`src/rtl/mem_bus_arbiter.sv`:
```
// mem_bus_arbiter
// Shares one single-port SRAM between an instruction master (i_*) and a data
// master (d_*). At most one access is issued per cycle, chosen round-robin
// when both masters request. Reads return RD_LAT cycles after their grant and
// are steered back to the issuing master by a tag shift register.
//
// Ports:
//   clk, rst                 clock (rising edge), asynchronous active-low reset
//   i_req/i_we/i_addr/i_wdata/i_be   instruction master request
//   i_gnt, i_rvalid, i_rdata         instruction master grant / read return
//   d_req/d_we/d_addr/d_wdata/d_be   data master request
//   d_gnt, d_rvalid, d_rdata         data master grant / read return
//   m_en/m_we/m_addr/m_wdata/m_be    SRAM command
//   m_rdata                          SRAM read data (valid RD_LAT after m_en)
module mem_bus_arbiter #(
    parameter int AW         = 12,
    parameter int DW         = 32,
    parameter int RD_LAT     = 1,
    parameter int DATA_FIRST = 1
) (
    input  logic              clk,
    input  logic              rst,
    input  logic              i_req,
    input  logic              i_we,
    input  logic [AW-1:0]     i_addr,
    input  logic [DW-1:0]     i_wdata,
    input  logic [DW/8-1:0]   i_be,
    output logic              i_gnt,
    output logic              i_rvalid,
    output logic [DW-1:0]     i_rdata,
    input  logic              d_req,
    input  logic              d_we,
    input  logic [AW-1:0]     d_addr,
    input  logic [DW-1:0]     d_wdata,
    input  logic [DW/8-1:0]   d_be,
    output logic              d_gnt,
    output logic              d_rvalid,
    output logic [DW-1:0]     d_rdata,
    output logic              m_en,
    output logic              m_we,
    output logic [AW-1:0]     m_addr,
    output logic [DW-1:0]     m_wdata,
    output logic [DW/8-1:0]   m_be,
    input  logic [DW-1:0]     m_rdata
);

    logic              r_last_d;      // 1: most recent grant went to the data master
    logic [AW-1:0]     r_addr;        // last issued address, held while idle
    logic [DW-1:0]     r_wdata;       // last issued write data, held while idle
    logic [RD_LAT-1:0] r_tag_vld;     // read-in-flight flag per pipeline slot
    logic [RD_LAT-1:0] r_tag_own;     // owner per slot: 1 = data master
    logic [DW-1:0]     r_i_rdata;
    logic [DW-1:0]     r_d_rdata;

    logic              w_gnt_i;
    logic              w_gnt_d;
    logic              w_en;
    logic              w_we;
    logic [AW-1:0]     w_addr;
    logic [DW-1:0]     w_wdata;
    logic [DW/8-1:0]   w_be;
    logic              w_i_rv;
    logic              w_d_rv;

    // Grant decision. Gated by rst so nothing is granted while reset is held.
    always_comb begin
        w_gnt_i = 1'b0;
        w_gnt_d = 1'b0;
        if (rst) begin
            if (i_req && d_req) begin
                w_gnt_d = !r_last_d;
                w_gnt_i = r_last_d;
            end else begin
                w_gnt_i = i_req;
                w_gnt_d = d_req;
            end
        end
    end

    assign w_en    = w_gnt_i | w_gnt_d;
    assign w_we    = w_gnt_d ? d_we    : i_we;
    assign w_addr  = w_gnt_d ? d_addr  : i_addr;
    assign w_wdata = w_gnt_d ? d_wdata : i_wdata;
    assign w_be    = w_gnt_d ? d_be    : i_be;

    assign i_gnt   = w_gnt_i;
    assign d_gnt   = w_gnt_d;
    assign m_en    = w_en;
    assign m_we    = w_en & w_we;
    assign m_be    = w_en ? w_be : '0;
    assign m_addr  = w_en ? w_addr  : r_addr;
    assign m_wdata = w_en ? w_wdata : r_wdata;

    // Reset leaves the "last grant" on the instruction side when the data
    // master should win the first tie, and vice versa.
    always_ff @(posedge clk or negedge rst) begin
        if (!rst) begin
            r_last_d <= (DATA_FIRST != 0) ? 1'b0 : 1'b1;
            r_addr   <= '0;
            r_wdata  <= '0;
        end else if (w_en) begin
            r_last_d <= w_gnt_d;
            r_addr   <= w_addr;
            r_wdata  <= w_wdata;
        end
    end

    // Tag pipeline: slot 0 is loaded on the grant edge, slot RD_LAT-1 lines up
    // with the cycle the SRAM presents the read data.
    always_ff @(posedge clk or negedge rst) begin
        if (!rst) begin
            r_tag_vld <= '0;
            r_tag_own <= '0;
        end else begin
            r_tag_vld[0] <= w_en & ~w_we;
            r_tag_own[0] <= w_gnt_d;
            for (int k = 1; k < RD_LAT; k++) begin
                r_tag_vld[k] <= r_tag_vld[k-1];
                r_tag_own[k] <= r_tag_own[k-1];
            end
        end
    end

    assign w_i_rv = r_tag_vld[RD_LAT-1] & ~r_tag_own[RD_LAT-1];
    assign w_d_rv = r_tag_vld[RD_LAT-1] &  r_tag_own[RD_LAT-1];

    // Read data passes straight through on the return cycle and is captured so
    // each master's rdata holds its last returned word otherwise.
    always_ff @(posedge clk or negedge rst) begin
        if (!rst) begin
            r_i_rdata <= '0;
            r_d_rdata <= '0;
        end else begin
            if (w_i_rv) r_i_rdata <= m_rdata;
            if (w_d_rv) r_d_rdata <= m_rdata;
        end
    end

    assign i_rvalid = w_i_rv;
    assign d_rvalid = w_d_rv;
    assign i_rdata  = w_i_rv ? m_rdata : r_i_rdata;
    assign d_rdata  = w_d_rv ? m_rdata : r_d_rdata;

endmodule

```
`config.mk`:
```
export PLATFORM = sky130hd
export DESIGN_NAME = mem_bus_arbiter
export DESIGN_NICKNAME = d
export VERILOG_FILES = /design/src/rtl/mem_bus_arbiter.sv
export SDC_FILE = /design/constraint.sdc
export NUM_CORES = 1
export LEC_CHECK = 0
export CAP_MARGIN = 10
export CORE_UTILIZATION = 40
export DETAILED_ROUTE_END_ITERATION = 16
export GPL_TIMING_DRIVEN = 0
export PLACE_DENSITY = 0.8
export SLEW_MARGIN = 20
export SYNTH_ARGS = -nofsm -noshare
export SYNTH_HDL_FRONTEND = slang
export SYNTH_SLANG_ARGS = --single-unit
```
`constraint.sdc`:
```
create_clock -name clk -period 2 [get_ports clk]
set_clock_uncertainty 0.15 [all_clocks]
set_input_delay 0.3 -clock clk [delete_from_list [all_inputs] [get_ports clk]]
set_output_delay 0.3 -clock clk [all_outputs]
set_load 0.02 [all_outputs]
```
==> impl_metrics.py <==
metrics = {
    "run_status": {
        "outcome": "complete, but fails checks",
        "failed_checks": "negative setup slack",
    },
    "placement": {
        "placed_area_um2": 7707,
        "buffer_ports.inserted": 250,
        "hpwl_um": 12120,
        "gp_congestion": 0.8793,
    },
    "floorplan": {
        "core_region_area_um2": 12060,
        "floorplan.die.height_um": 113.4,
        "row_count": 40,
        "floorplan.initialDensity_pct": 41.17,
        "die_area_um2": 12860,
        "die_width_um": 113.4,
        "io_pins": 252,
    },
    "timing": {
        "post-route-period-util_pct": 111.4,
        "slew-limit-headroom_pct": 62.22,
        "final.min_clock_period_ps": 2227,
        "report.final.slew_viol_count": 0,
        "finalSetupViolations": 109,
        "finalHoldViolCount": 0,
        "rsz0062_at_grt": "true",
        "timing.final.ws_setup_ps": -227.4,
        "worst-slew-pin-transition_ps": 566.7,
        "fin_tns_setup_ps": -15010,
        "maxClockFrequency_mhz": 448.9,
        "worst_hold_slack_ps": 349.9,
    },
    "finish": {
        "antenna_cells": 0,
        "nets": 906,
        "finish.utilization_pct": 80.13,
        "finished_cell_area_um2": 9666,
        "drive_gt1_share_pct": 51.48,
        "flow.area_growth_from_synthesis_pct": 94.63,
    },
    "worst_setup_path": {
        "cpPeakStageDelay_ps": 400,
        "arr_time_crit_path_ps": 1780,
        "top_fanout_value_on_the_critical_path": 5,
        "critPathKind": "flop to primary output",
        "critPathSlowestCell": "sky130_fd_sc_hd__dfrtp_1",
        "crit_path_cell_trace": "and2_4, buf_12, clkbuf_16, o21ai_2, a31oi_1, buf_2",
        "crit_family": "buffers and inverters",
        "total_buffers_and_inverters_traversed_by_the_critical_path": 3,
        "end_kind": "primary output",
        "timing.critical_path.from_type": "flop",
        "regToRegSetupSlack_ps": 320,
        "timing.critical_path.required_ps": 1550,
    },
    "yosys": {
        "synth_top_area_share_pct": 55.93,
        "synthesis.instances": 428,
        "yosys.area.top_type": "sky130_fd_sc_hd__dfrtp_1",
        "post_synth.cell_area_avg_um2": 11.60,
        "synth_seq_cells": 111,
        "synth.yosys.seq_area_share_pct": 55.93,
        "netlist_area_um2": 4966,
        "netlist_top_cells_area": "sky130_fd_sc_hd__dfrtp_1 56%, sky130_fd_sc_hd__mux2_2 15%, sky130_fd_sc_hd__o2111ai_1 8.6%, sky130_fd_sc_hd__a31oi_1 5.5%, sky130_fd_sc_hd__o21ai_0 3.7%",
        "synth_cell_types": 22,
        "syn_nets": 562,
        "yosysWarnings": 0,
    },
    "cts": {
        "clock-sinks": 111,
        "clk-insertion-delay-late_ps": 360,
        "cts_tree": "done",
        "cts_made_buffers": 9,
        "cts.clk_slew.worst_paths_ps": 80,
        "clockRootBuffer": "sky130_fd_sc_hd__clkbuf_16",
        "cts_max_path_buffers": 2,
        "clock_tree.htree_level_count": 3,
    },
    "power": {
        "irDropWorstVdd_mv": 0.4773,
        "p_leak_nw": 4.181,
        "power_mw": 8.601,
        "power_density_nw_per_um2": 889.8,
    },
    "global_route": {
        "grt_first_pass_wirelength_um": 26970,
        "grt_start_max_net_pins": 60,
        "antenna_found_initial": 0,
        "grt_pass1_vias": 5176,
        "global_route.usage.total_pct": 27.20,
        "globalRouteOverflowTotal": 0,
    },
    "detailed_routing": {
        "firstDrtPassIters": 4,
        "detail-route-antenna-nets": 0,
        "dr.first_iter.drc_count": 453,
        "detailroute.via_count": 5338,
        "drcViolationCount": 0,
        "wl_per_cell_um": 21.83,
        "totalWireLength_um": 20630,
        "via_density_per_instance": 5.649,
    },
    "run": {
        "maxCapViolCount": 0,
    },
    "hold_path": {
        "hold_path.class": "input pin to async pin",
    },
}
==> worst register-to-register path, stage by stage (launching register included) <==
cell and delay [ps]:
sky130_fd_sc_hd__dfrtp_1 400, sky130_fd_sc_hd__clkinv_4 120, sky130_fd_sc_hd__clkbuf_16 180, sky130_fd_sc_hd__buf_6 120, sky130_fd_sc_hd__o2111ai_4 200, sky130_fd_sc_hd__a31oi_4 120
sky130_fd_sc_hd__buf_4 160, sky130_fd_sc_hd__buf_4 120
==> power breakdown <==
part	leakage, nW	internal, mW	switching (mW)
Clock	0.156	1.13	0.851
Sequential	1.28	2.72	0.169
Combinational	2.74	1.91	1.82
Total	4.18	5.76	2.84
==> cells in the final DEF (no fill, tap or decap), types with 3 or more instances in the layout <==
cell and instances:
sky130_fd_sc_hd__clkdlybuf4s50_1 130, sky130_fd_sc_hd__dfrtp_1 111, sky130_fd_sc_hd__buf_4 103, sky130_fd_sc_hd__buf_6 70
sky130_fd_sc_hd__mux2_4 46, sky130_fd_sc_hd__nor2_1 44, sky130_fd_sc_hd__o2111ai_1 32, sky130_fd_sc_hd__buf_2 26
sky130_fd_sc_hd__o21ai_2 23, sky130_fd_sc_hd__a31oi_2 20, sky130_fd_sc_hd__a31oi_1 18, sky130_fd_sc_hd__mux2_2 18
sky130_fd_sc_hd__o21ai_1 16, sky130_fd_sc_hd__clkbuf_16 16, sky130_fd_sc_hd__o2111ai_2 14, sky130_fd_sc_hd__clkbuf_2 11
sky130_fd_sc_hd__buf_8 10, sky130_fd_sc_hd__buf_12 8, sky130_fd_sc_hd__a31oi_4 6, sky130_fd_sc_hd__o21ai_0 6
sky130_fd_sc_hd__clkbuf_1 5, sky130_fd_sc_hd__a21oi_1 5, sky130_fd_sc_hd__o21ai_4 5, sky130_fd_sc_hd__o2111ai_4 3
==> sequential cells by signal, indices dropped and copies added, names as in the netlist <==
register   count
r_d_rdata     32
r_last_d       1
r_i_rdata     32
r_addr        12
r_tag_vld      1
r_wdata       32
r_tag_own      1
==> metrics by stage <==
step	cells	setup WS (ps)
3_5_place_dp	847	-1080
4_1_cts	896	-248.3
2_1_floorplan	428	210.5
3_3_place_gp	846	-4948
6_report	945	-227.4
5_1_grt	945	-256.5
==> timing repair <==
action,CTS,global route
endpoints found under the hold margin,111,0
gates resized for setup,597,317
gates cloned,3,6
setup buffers,27,46
endpoints found under the setup margin,118,118
hold buffers,3,0
pin swaps,46,49
==> kinds of logic (layout without fill, tap and decap cells) <==
logic type             Yosys count  after routing  share of synthesized area (%)
multiplexers                    64             64                          14.51
buffers and inverters           52            401                          5.316
AO/OA/AOI/OAI                  150            150                          20.18
flip-flops                     111            111                          55.93
AND/OR/NAND/NOR                 51             51                          4.057
==> cells in the mapped netlist <==
library cell,number
sky130_fd_sc_hd__clkbuf_1,13
sky130_fd_sc_hd__mux2_2,64
sky130_fd_sc_hd__inv_2,2
sky130_fd_sc_hd__dfrtp_1,111
sky130_fd_sc_hd__o21ai_0,37
sky130_fd_sc_hd__inv_1,1
sky130_fd_sc_hd__buf_4,5
sky130_fd_sc_hd__clkinv_1,1
sky130_fd_sc_hd__buf_2,24
sky130_fd_sc_hd__o2111ai_1,49
sky130_fd_sc_hd__buf_6,2
sky130_fd_sc_hd__o21ai_4,1
sky130_fd_sc_hd__nor2b_1,1
sky130_fd_sc_hd__nor2_1,45
sky130_fd_sc_hd__clkbuf_2,4
sky130_fd_sc_hd__o22ai_1,1
sky130_fd_sc_hd__a31oi_1,44
sky130_fd_sc_hd__nand2_1,3
sky130_fd_sc_hd__and3_1,1
sky130_fd_sc_hd__o21ai_1,12
sky130_fd_sc_hd__and2_4,1
sky130_fd_sc_hd__a21oi_1,6
==> per-layer routing <==
layer | track usage [%] | vias up | wire (µm)
li1 | - | 2311 | -
met1 | 30.60 | 2679 | 7523
met2 | 48.26 | 281 | 10880
met3 | 6.536 | 67 | 1334
met4 | 13.68 | 0 | 889
met5 | 0 | - | 0
==> layout make-up <==
cell class	count	area [µm²]
Clock buffer	11	242.7
Clock inverter	5	81.33
Fill cell	685	2396
Inverter	4	20.02
Tap cell	168	210.2
Multi-Input combinational cell	265	2608
Timing Repair Buffer	335	3283
Buffer	46	442.9
Sequential cell	111	2778
==> path summary, 6_finish.rpt <==
| check | from | to | cells past startpoint |
|---|---|---|---|
| max in group asynchronous | rst | r_i_rdata[1] | 4 |
| min reg2reg | r_i_rdata[17] | r_i_rdata[17] | 1 |
| min in group clk | r_i_rdata[17] | r_i_rdata[17] | 1 |
| min | rst | r_wdata[22] | 3 |
| max reg2reg | r_last_d | r_wdata[1] | 7 |
| max | r_last_d | m_wdata[21] | 6 |
(Power assumes the default switching activity.)
==> RTL edit 1 (same flow settings) <==
The parameter `RD_LAT` goes from 1 to 2. Comments in the files are not updated.
--- a/src/rtl/mem_bus_arbiter.sv
+++ b/src/rtl/mem_bus_arbiter.sv
@@ -15,7 +15,7 @@
 module mem_bus_arbiter #(
     parameter int AW         = 12,
     parameter int DW         = 32,
-    parameter int RD_LAT     = 1,
+    parameter int RD_LAT     = 2,
     parameter int DATA_FIRST = 1
 ) (
     input  logic              clk,
Function: changed (a bounded check fails within 4 cycles, from zero or initial values and one cycle with rst low).
==> RTL edit 1 against the original RTL <==
The run still ends with setup timing left; total power increased by 13%; sequential share of layout area shrank 0.98 points; count of clock-buffer cells in the layout rose by 10; cell area rose by 5.5%; setup slack got worse by 0.10 ns; worst hold slack worse by 0.15 ns; global-route usage rose by 2.4 points; sequential cell count grew 2; wire length is 13% higher; synthesized area increased by 1.0%; critical path type unchanged; highest routed layer unchanged.
==> RTL edit 1: results <==
[power_and_ir_drop]
p_leak_nw = 4.32
irDropWorstVdd_mv = 0.675

[placement]
placed_cell_area_um2 = 7760
dpl.cell_count = 849
dp_slack_ns = -1.03
gp_congestion = 0.940

[cells_and_area]
nonClkBufAreaFrac = 0.371
multi_input_gates = 266
nNonClkBuffers = 388
fill_cells = 612
multi_input_area_um2 = 2790
clkbuf_count = 21
sh_seq_area = 0.278
n_all_inverters = 5
drive_gt1_frac = 0.549
diodes = 1
clock_cell_area_share = 0.0545

[global_route]
grt_max_degree = 63
grt_pass1_wl_um = 28900
grt_usage = 0.296

[route]
first_iter_violations = 565
wirelength_um = 23200
drtPass1Iterations = 9
vias = 5629

[timing]
relSlewSlack = 0.492
setup_tns_ns = -21.51
setup_violations = 112
fin_ws_ns = -0.329

[status]
violations = setup timing
status = finished with violations

[worst_setup_path]
worst_path_max_delay_cell = dfrtp_2
arrival_ns = 1.88
cp_top_family = flip-flops
critPathMaxFanout = 7
slowest_delay_ns = 0.45

[cts]
cts_buffers = 17
clkTransAtPathRegs_ns = 0.05
insertion_delay_ns = 0.41

[synth]
syn_nets = 564
ys_top_cells_by_count = 113 x dfrtp_1, 64 x mux2_2, 49 x o2111ai_1, 45 x nor2_1, 44 x a31oi_1
syn_avg_cell_area_um2 = 11.7
yosysSeqAreaShare = 0.564

[min_path]
hp-class = reg2reg
RTL edit 1: changes by cell type after synthesis:
cell	unedited run	this run
dfrtp_1	111	113
RTL edit 1: final timing paths:
| kind | to | slack [ns] | cells past startpoint | startpoint |
|---|---|---|---|---|
| max | m_wdata[19] | -0.33 | 5 | r_last_d |
| min | r_tag_vld[1] | 0.20 | 0 | r_tag_vld[0] |
| max reg2reg | r_addr[10] | 0.14 | 8 | r_last_d |
| min reg2reg | r_tag_vld[1] | 0.20 | 0 | r_tag_vld[0] |
| max in group asynchronous | r_tag_own[1] | 0.78 | 4 | rst |
| min in group asynchronous | r_wdata[16] | 0.33 | 2 | rst |
RTL edit 1: repair_timing:
| item | 4_1_cts | 5_1_grt |
|---|---|---|
| cloned | 12 | 5 |
| setup endpoints to repair | 118 | 117 |
| endpoints found under the hold margin | 113 | 0 |
| hold buffers | 3 | 0 |
| pin swaps | 51 | 52 |
| resized for setup | 675 | 262 |
| setup buffers | 39 | 39 |
RTL edit 1: power by group:
| part | switching [mW] | total [mW] | internal, mW |
|---|---|---|---|
| Combinational | 1.93 | 3.87 | 1.93 |
| Clock | 1.07 | 2.90 | 1.82 |
| Sequential | 0.177 | 2.94 | 2.77 |
| Total | 3.19 | 9.71 | 6.52 |
RTL edit 1: logic make-up (layout without fill, tap and decap cells):
group / count (synthesis) / in the layout / share of synthesized area
muxes: 64 / 64 / 0.144
other: 0 / 1 / 0
DFF: 113 / 113 / 0.564
buffers and inverters: 52 / 425 / 0.0526
AOI/OAI and AO/OA: 150 / 150 / 0.200
and+or+nand+nor: 51 / 52 / 0.0402
RTL edit 1: metal layers:
metal  up-vias  track usage  routed length [µm]
li1       2352            -                   -
met1      2724        0.324                8100
met2       450        0.520               11800
met3       103       0.0882                2120
met4         0        0.149                1150
met5         -            0                   0
==> RTL edit 2 (same settings) <==
Made on the original files. Reset style: synchronous (`rst`), changed in 3 clocked blocks. Comments in the files are not updated.
--- a/src/rtl/mem_bus_arbiter.sv
+++ b/src/rtl/mem_bus_arbiter.sv
@@ -93,7 +93,7 @@
 
     // Reset leaves the "last grant" on the instruction side when the data
     // master should win the first tie, and vice versa.
-    always_ff @(posedge clk or negedge rst) begin
+    always_ff @(posedge clk) begin
         if (!rst) begin
             r_last_d <= (DATA_FIRST != 0) ? 1'b0 : 1'b1;
             r_addr   <= '0;
@@ -107,7 +107,7 @@
 
     // Tag pipeline: slot 0 is loaded on the grant edge, slot RD_LAT-1 lines up
     // with the cycle the SRAM presents the read data.
-    always_ff @(posedge clk or negedge rst) begin
+    always_ff @(posedge clk) begin
         if (!rst) begin
             r_tag_vld <= '0;
             r_tag_own <= '0;
@@ -126,7 +126,7 @@
 
     // Read data passes straight through on the return cycle and is captured so
     // each master's rdata holds its last returned word otherwise.
-    always_ff @(posedge clk or negedge rst) begin
+    always_ff @(posedge clk) begin
         if (!rst) begin
             r_i_rdata <= '0;
             r_d_rdata <= '0;
Check against the original RTL: differs if rst is asserted again (counterexample within 4 cycles, from zero or initial values and one cycle with rst low); with rst held inactive, the same outputs for 4 cycles.
==> RTL edit 2 against the original RTL <==
Critical path depth is the same; sequential cell count is the same; synthesized area grew 15%; critical endpoint is now m_wdata[28]; non-clock buffer count shrank 45; wire length grew 3.5%; total power shrank 26%; setup slack lost 0.018 ns; highest routed layer unchanged; cell area grew 1.2%; the run still ends with setup timing left.
==> RTL edit 2: results <==
[timing]
setup_violations = 76
setup_tns_ns = -13.67
fin_ws_ns = -0.245
relSlewSlack = 0.592

[synth]
yosysSeqAreaShare = 0.389
syn_nets = 687
ys_top_cells_by_count = 111 x dfxtp_1, 65 x and2_1, 64 x mux2_2, 49 x inv_1, 49 x o2111ai_1
synth-compound-area-share = 0.307
synth_mux_area_frac = 0.126
netlist_top_cells_area = dfxtp_1 39%, mux2_2 13%, o221a_1 8.7%
async_flop_share = 0
synthFlopType = dfxtp_1
syn_avg_cell_area_um2 = 10.3

[global_route]
grt_max_degree = 19
grt_pass1_vias = 5603
grt_usage = 0.256
grt_pass1_wl_um = 29100

[worst_setup_path]
arrival_ns = 1.80
r2r-end = r_i_rdata[20]
slowest_delay_ns = 0.32
r2r_start = r_tag_vld
worst_path_max_delay_cell = dfxtp_2
critPathMaxFanout = 10

[status]
violations = setup timing
status = finished with violations

[placement]
gp_congestion = 0.792
port_buffers = 249
dp_hpwl_um = 13600
placed_cell_area_um2 = 8430
dpl.cell_count = 982
dp_slack_ns = -1.05

[power_and_ir_drop]
p_comb_mw = 1.98
p_leak_nw = 4.44
p_per_area_nw_per_um2 = 648
powerSeq_mw = 2.40

[cells_and_area]
fill_cells = 931
area_growth_pct = 71.3

[route]
vias = 5789
viasPerCell = 5.65
wirelength_um = 21300

[min_path]
hp-class = in2reg
-- RTL edit 2: cell count changes after synthesis, moves of 5 or more --
cell      delta
a31oi_1     -44
and2_1      +65
buf_2        -5
buf_6       +10
clkbuf_1    +13
dfrtp_1    -111
dfxtp_1    +111
inv_1       +48
nor2_1      -45
o211a_1     +44
o21a_1      +44
o21ai_0     -32
o21ai_1     -12
o221a_1     +44
-- RTL edit 2: worst register-to-register path, cell delays in order, from the launching register on --
cell     delay (ns)
dfxtp_4        0.39
nor2b_4        0.17
buf_12         0.16
buf_12         0.11
buf_8          0.12
mux2_4         0.33
buf_4          0.14
and2_1         0.15
-- RTL edit 2: cells by family after synthesis --
group	count (synthesis)
multiplexers	64
AO/OA/AOI/OAI	192
flip-flops	111
buffers and inverters	111
AND/OR/NAND/NOR	75
-- RTL edit 2: area by class of cell --
cell class | count | area share
Buffer | 57 | 0.0501
Clock buffer | 11 | 0.0238
Clock inverter | 5 | 0.00895
Inverter | 50 | 0.0201
Multi-Input combinational cell | 331 | 0.347
Sequential cell | 111 | 0.228
Tap cell | 180 | 0.0230
Timing Repair Buffer | 279 | 0.299
-- RTL edit 2: how the worst max path moves through the flow --
stage	depth (start not counted)	from	to	slack [ns]
3_3_place_gp	7	i_req	m_wdata[19]	-1.01
6_report	6	r_last_d	m_wdata[28]	-0.25
2_1_floorplan	7	d_req	m_addr[10]	0.14
4_1_cts	6	r_last_d	m_wdata[25]	-0.26
5_1_grt	6	r_last_d	m_wdata[13]	-0.29
3_5_place_dp	8	i_req	m_addr[7]	-1.05
-- RTL edit 2: layer usage --
layer | share of wire | track usage | up-vias
met2 | 0.52 | 0.465 | 255
met3 | 0.064 | 0.0602 | 53
met1 | 0.38 | 0.286 | 2840
met5 | 0 | 0 | -
met4 | 0.034 | 0.0980 | 0
li1 | - | - | 2641
